## config.mk

```make
export PLATFORM = sky130hd
export DESIGN_NAME = trace_adjacency
export DESIGN_NICKNAME = d
export VERILOG_FILES = /design/src/rtl/trace_pkg.sv /design/src/rtl/trace_adjacency.sv
export SDC_FILE = /design/constraint.sdc
export NUM_CORES = 1
export LEC_CHECK = 0
export BUFFER_PORTS_ARGS = -buffer_cell sky130_fd_sc_hd__buf_2
export CAP_MARGIN = 20
export CORE_AREA = 2 2 39 41
export DETAILED_ROUTE_END_ITERATION = 7
export DIE_AREA = 0 0 41 43
export SYNTH_ARGS = -nofsm -noshare
export SYNTH_HDL_FRONTEND = slang
export SYNTH_SLANG_ARGS = --single-unit
```

## constraint.sdc

```tcl
create_clock -name vclk -period 1.3
set_input_delay 0.065 -clock vclk [all_inputs]
set_output_delay 0.065 -clock vclk [all_outputs]
set_load 0.02 [all_outputs]
```

## src/rtl/trace_pkg.sv

```systemverilog
// Shared definitions for the wand-trace path: grid geometry, checker states and the trace type.
package trace_pkg;

    localparam int unsigned GRID_W  = 4;
    localparam int unsigned GRID_H  = 4;
    localparam int unsigned N_CELLS = GRID_W * GRID_H;
    localparam int unsigned IDX_W   = 4;
    localparam int unsigned ROW_W   = 2;
    localparam int unsigned COL_W   = 2;
    localparam int unsigned PROG_W  = 5;

    typedef logic [N_CELLS-1:0] trace_t;

    typedef enum logic [1:0] {
        IDLE  = 2'd0,
        TRACK = 2'd1,
        PASS  = 2'd2,
        FAIL  = 2'd3
    } state_t;

    function automatic logic [ROW_W-1:0] cell_row(input logic [IDX_W-1:0] idx);
        return ROW_W'(idx / IDX_W'(GRID_W));
    endfunction

    function automatic logic [COL_W-1:0] cell_col(input logic [IDX_W-1:0] idx);
        return COL_W'(idx % IDX_W'(GRID_W));
    endfunction

endpackage

```

## src/rtl/trace_adjacency.sv

```systemverilog
// Orthogonal adjacency of two grid cells; rows never wrap into each other.
module trace_adjacency
    import trace_pkg::*;
(
    input  logic [3:0] a,
    input  logic [3:0] b,
    output logic       adj
);

    logic [ROW_W-1:0] row_a, row_b, row_d;
    logic [COL_W-1:0] col_a, col_b, col_d;

    assign row_a = cell_row(a);
    assign row_b = cell_row(b);
    assign col_a = cell_col(a);
    assign col_b = cell_col(b);

    assign row_d = (row_a > row_b) ? (row_a - row_b) : (row_b - row_a);
    assign col_d = (col_a > col_b) ? (col_a - col_b) : (col_b - col_a);

    assign adj = ((row_a == row_b) && (col_d == COL_W'(1)))
              || ((col_a == col_b) && (row_d == ROW_W'(1)));

endmodule

```

After elaboration in Yosys (flattened, before gate mapping)
Cells that the tools add are included.

Bits in registers: 0. Input port bits: 8. Output and inout port bits: 1. Word-level logic and storage cells: 15.

Add/sub/neg operators: 4. Order comparisons: 2. Equal/unequal tests: 4. Muxes and demuxes: 2. Reductions and logical operators: 3.

Operator list (count): $sub 2x2->2 (4); $eq 2x1->1 const B (2); $eq 2x2->1 (2); $gt 2x2->1 (2); $mux 2 (2); $logic_and 1x1->1 (2); $logic_or 1x1->1 (1).

Depth between registers and ports, before layout
Word-level depth: 5. Mapped depth: 7. Gate-level depth less buffers: 7.

Worst setup path before layout
OpenSTA, ideal clock, no wires.

Kind: input to output. Start: input port a[0]. End: output port adj. Data arrival time: 1.403 ns. Setup slack: -0.168 ns. Stages on the path: 7. Path buffers: 0. Cell sequence: inv_1 ha_1 inv_1 fa_1 nand2_1 nand3_1 o31ai_1.

Word-level cells in the longest chain between the ends: 5.

Ends and longest elaborated chain: start: declaration (RTL line trace_adjacency.sv:5) `input logic [3:0] a,`; $sub 2x2->2 / $gt 2x2->1 (equally long branches) (RTL line trace_adjacency.sv:19) `assign col_d = (col_a > col_b) ? (col_a - col_b) : (col_b - col_a);`; $mux 2 (RTL line trace_adjacency.sv:19); $eq 2x1->1 (RTL line trace_adjacency.sv:21) `assign adj = ((row_a == row_b) && (col_d == COL_W'(1)))`; $logic_and 1x1->1 (RTL line trace_adjacency.sv:21); $logic_or 1x1->1 * (RTL line trace_adjacency.sv:22) `|| ((col_a == col_b) && (row_d == ROW_W'(1)));`; end: declaration (RTL line trace_adjacency.sv:7) `output logic adj`.

Every way passes the cells marked *; elsewhere a longest branch is shown, timed or not.

Worst setup path in the final report
Start: input port b[2]. End: output port adj.

Word-level cells in the longest chain between the ends: 5.

Ends and longest elaborated chain: start: declaration (RTL line trace_adjacency.sv:6) `input logic [3:0] b,`; $sub 2x2->2 / $gt 2x2->1 (equally long branches) (RTL line trace_adjacency.sv:18) `assign row_d = (row_a > row_b) ? (row_a - row_b) : (row_b - row_a);`; $mux 2 (RTL line trace_adjacency.sv:18); $eq 2x1->1 (RTL line trace_adjacency.sv:22); $logic_and 1x1->1 (RTL line trace_adjacency.sv:22); $logic_or 1x1->1 * (RTL line trace_adjacency.sv:22).

Marks and branches as above.

==> flow_summary.toml <==
[layout]
fin_area_um2 = 348
fin_nets = 54
drive_gt1_frac = 0.500
area_delta_synth_final_pct = 71.6
nFlopsAndLatches = 0
clkbuf_count = 0
seqCellArea_um2 = 0
antenna_cells = 0
fin_cells = 52

[placed_design]
gp_congestion = 0.617
dpl.cell_count = 52
hpwl_um = 317
placed_cell_area_um2 = 297
dp_slack_ns = -0.217
port_buffers = 9

[pwr]
power_density_nw_per_um2 = 338
total_power_mw = 0.118
p_leak_nw = 0.176
peakVddDrop_uv = 84.8

[sta]
fmax_mhz = 705
setup_viol = 1
worstMarginPinSlew_ns = 0.199
drv_slew = 0
period_minus_slack_ns = 1.42
rsz0062_at_grt = "true"
fin_crit_sh = 1.09
fin_ws_ns = -0.118
finalHoldViolations = 0
relSlewSlack = 0.867

[critical_path]
path_max_fanout = 2
cp.required_ns = 1.24
cp-start-kind = "primary input"
cpPeakStageDelay_ns = 0.50
critPathSlowestCell = "fa_1"
critPathKind = "primary input to output pin"
cp-startpoint = "b[2]"
endpoint_kind = "output pin"
path_cells = "buf_4 -> ha_4 -> fa_1 -> nor2_1 -> a211o_1 -> o31ai_4 -> buf_6"
crit_path_end = "adj"
arrival_ns = 1.35

[status]
run_status = "complete, but fails checks"
violations = "setup timing"

[floorplanning]
start_util = 0.146
die_area_um2 = 1760
die_w_um = 41
boundaryPins = 9
design.core.area_um2 = 1380
row_count = 14
fp.dieH_um = 43

[grt]
antenna_found_initial = 0
grt_first_pass_wirelength_um = 662
grt_usage = 0.0491
grt_max_degree = 3
grt_pass1_vias = 169
overflow = 0

[synth]
synthCells = 25
syn_area_um2 = 203
yosysSeqAreaShare = 0
synth_cell_type_count = 11
synthesis.nets = 41
avgSynthCellArea_um2 = 8.11
synth_warnings = 0

[routing]
dr_total_vias = 185
first_pass_iters = 1
routedWlPerCell_um = 6.77
drt.antenna.violating_nets = 0
drt_iter0_drc = 0
routed_wl_um = 352
drc = 0
via_per_inst = 3.56

[clock_network]
cts_hold_buf = 0
cts_setup_buffers = 0

[job]
maxCapViolCount = 0

[worst_hold_path]
hp-class = "primary input to output pin"
## worst max-delay path: cells and delay by family
kind	cells	cell delay, ns
fa+ha+maj	2	0.65
compound gates	2	0.32
buf+inv	2	0.27
simple gates	1	0.04
## layer usage
metal,track usage,vias to the layer above,wire [um]
li1,-,97,-
met1,0.0703,84,148
met2,0.0844,4,178
met3,0,0,25
met4,0,0,0
met5,0,-,0
## what timing repair did
item	4_1_cts	5_1_grt
endpoints found under the setup margin	1	1
gates resized for setup	8	5
pin swaps	4	0
## cell type report
cell class	count	area, um2
timing repair buffer	11	81.3
multi-input combinational	17	216
tap	16	20.0
inverter	8	30.0
fill	164	1040
## power by group
group          internal (mW)  switching, mW
Sequential                 0              0
Combinational         0.0630         0.0547
Clock                      0              0
Total                 0.0630         0.0547
## through the flow
step,util,TNS (ns),hold WS (ns)
after global routing,0.251,-0.178,0.599
after global placement,0.214,-0.219,0.631
after detailed placement,0.214,-0.217,0.637
after floorplan,-,0,0.391
after CTS,0.238,-0.120,0.620
final,0.251,-0.118,0.573
## synthesized netlist by cell type
library cell	n	area, um2
a211o_1	1	8.76
nand3b_1	1	7.51
nor2_1	2	7.51
fa_1	2	40.0
ha_1	6	75.1
nand2_1	1	3.75
xor2_1	1	8.76
nand3_1	1	5.00
xnor2_1	1	8.76
o31ai_1	1	7.51
inv_1	8	30.0
## layout by cell type (no fill, tap or decap)
master,count
a211o_1,1
buf_6,3
inv_1,5
o31ai_4,1
nand3b_1,1
ha_4,2
xnor2_1,1
xor2_1,1
fa_1,2
buf_2,5
inv_2,3
nand2_1,1
nand3_2,1
nor2_1,2
buf_4,3
ha_1,4
## logic make-up after synthesis
group	share of synthesized area
buf+inv	0.148
xor+xnor	0.0864
simple gates	0.117
fa+ha+maj	0.568
compound gates	0.0803
## worst min-delay path by stage
stage	start	end	slack (ns)	cells past startpoint
after global routing	b[0]	adj	0.60	4
after floorplan	b[0]	adj	0.39	2
after detailed placement	b[0]	adj	0.64	4
after global placement	b[0]	adj	0.63	4
final	b[0]	adj	0.57	4
after CTS	b[0]	adj	0.62	4
Note: power is estimated with default switching activity, not from simulation.
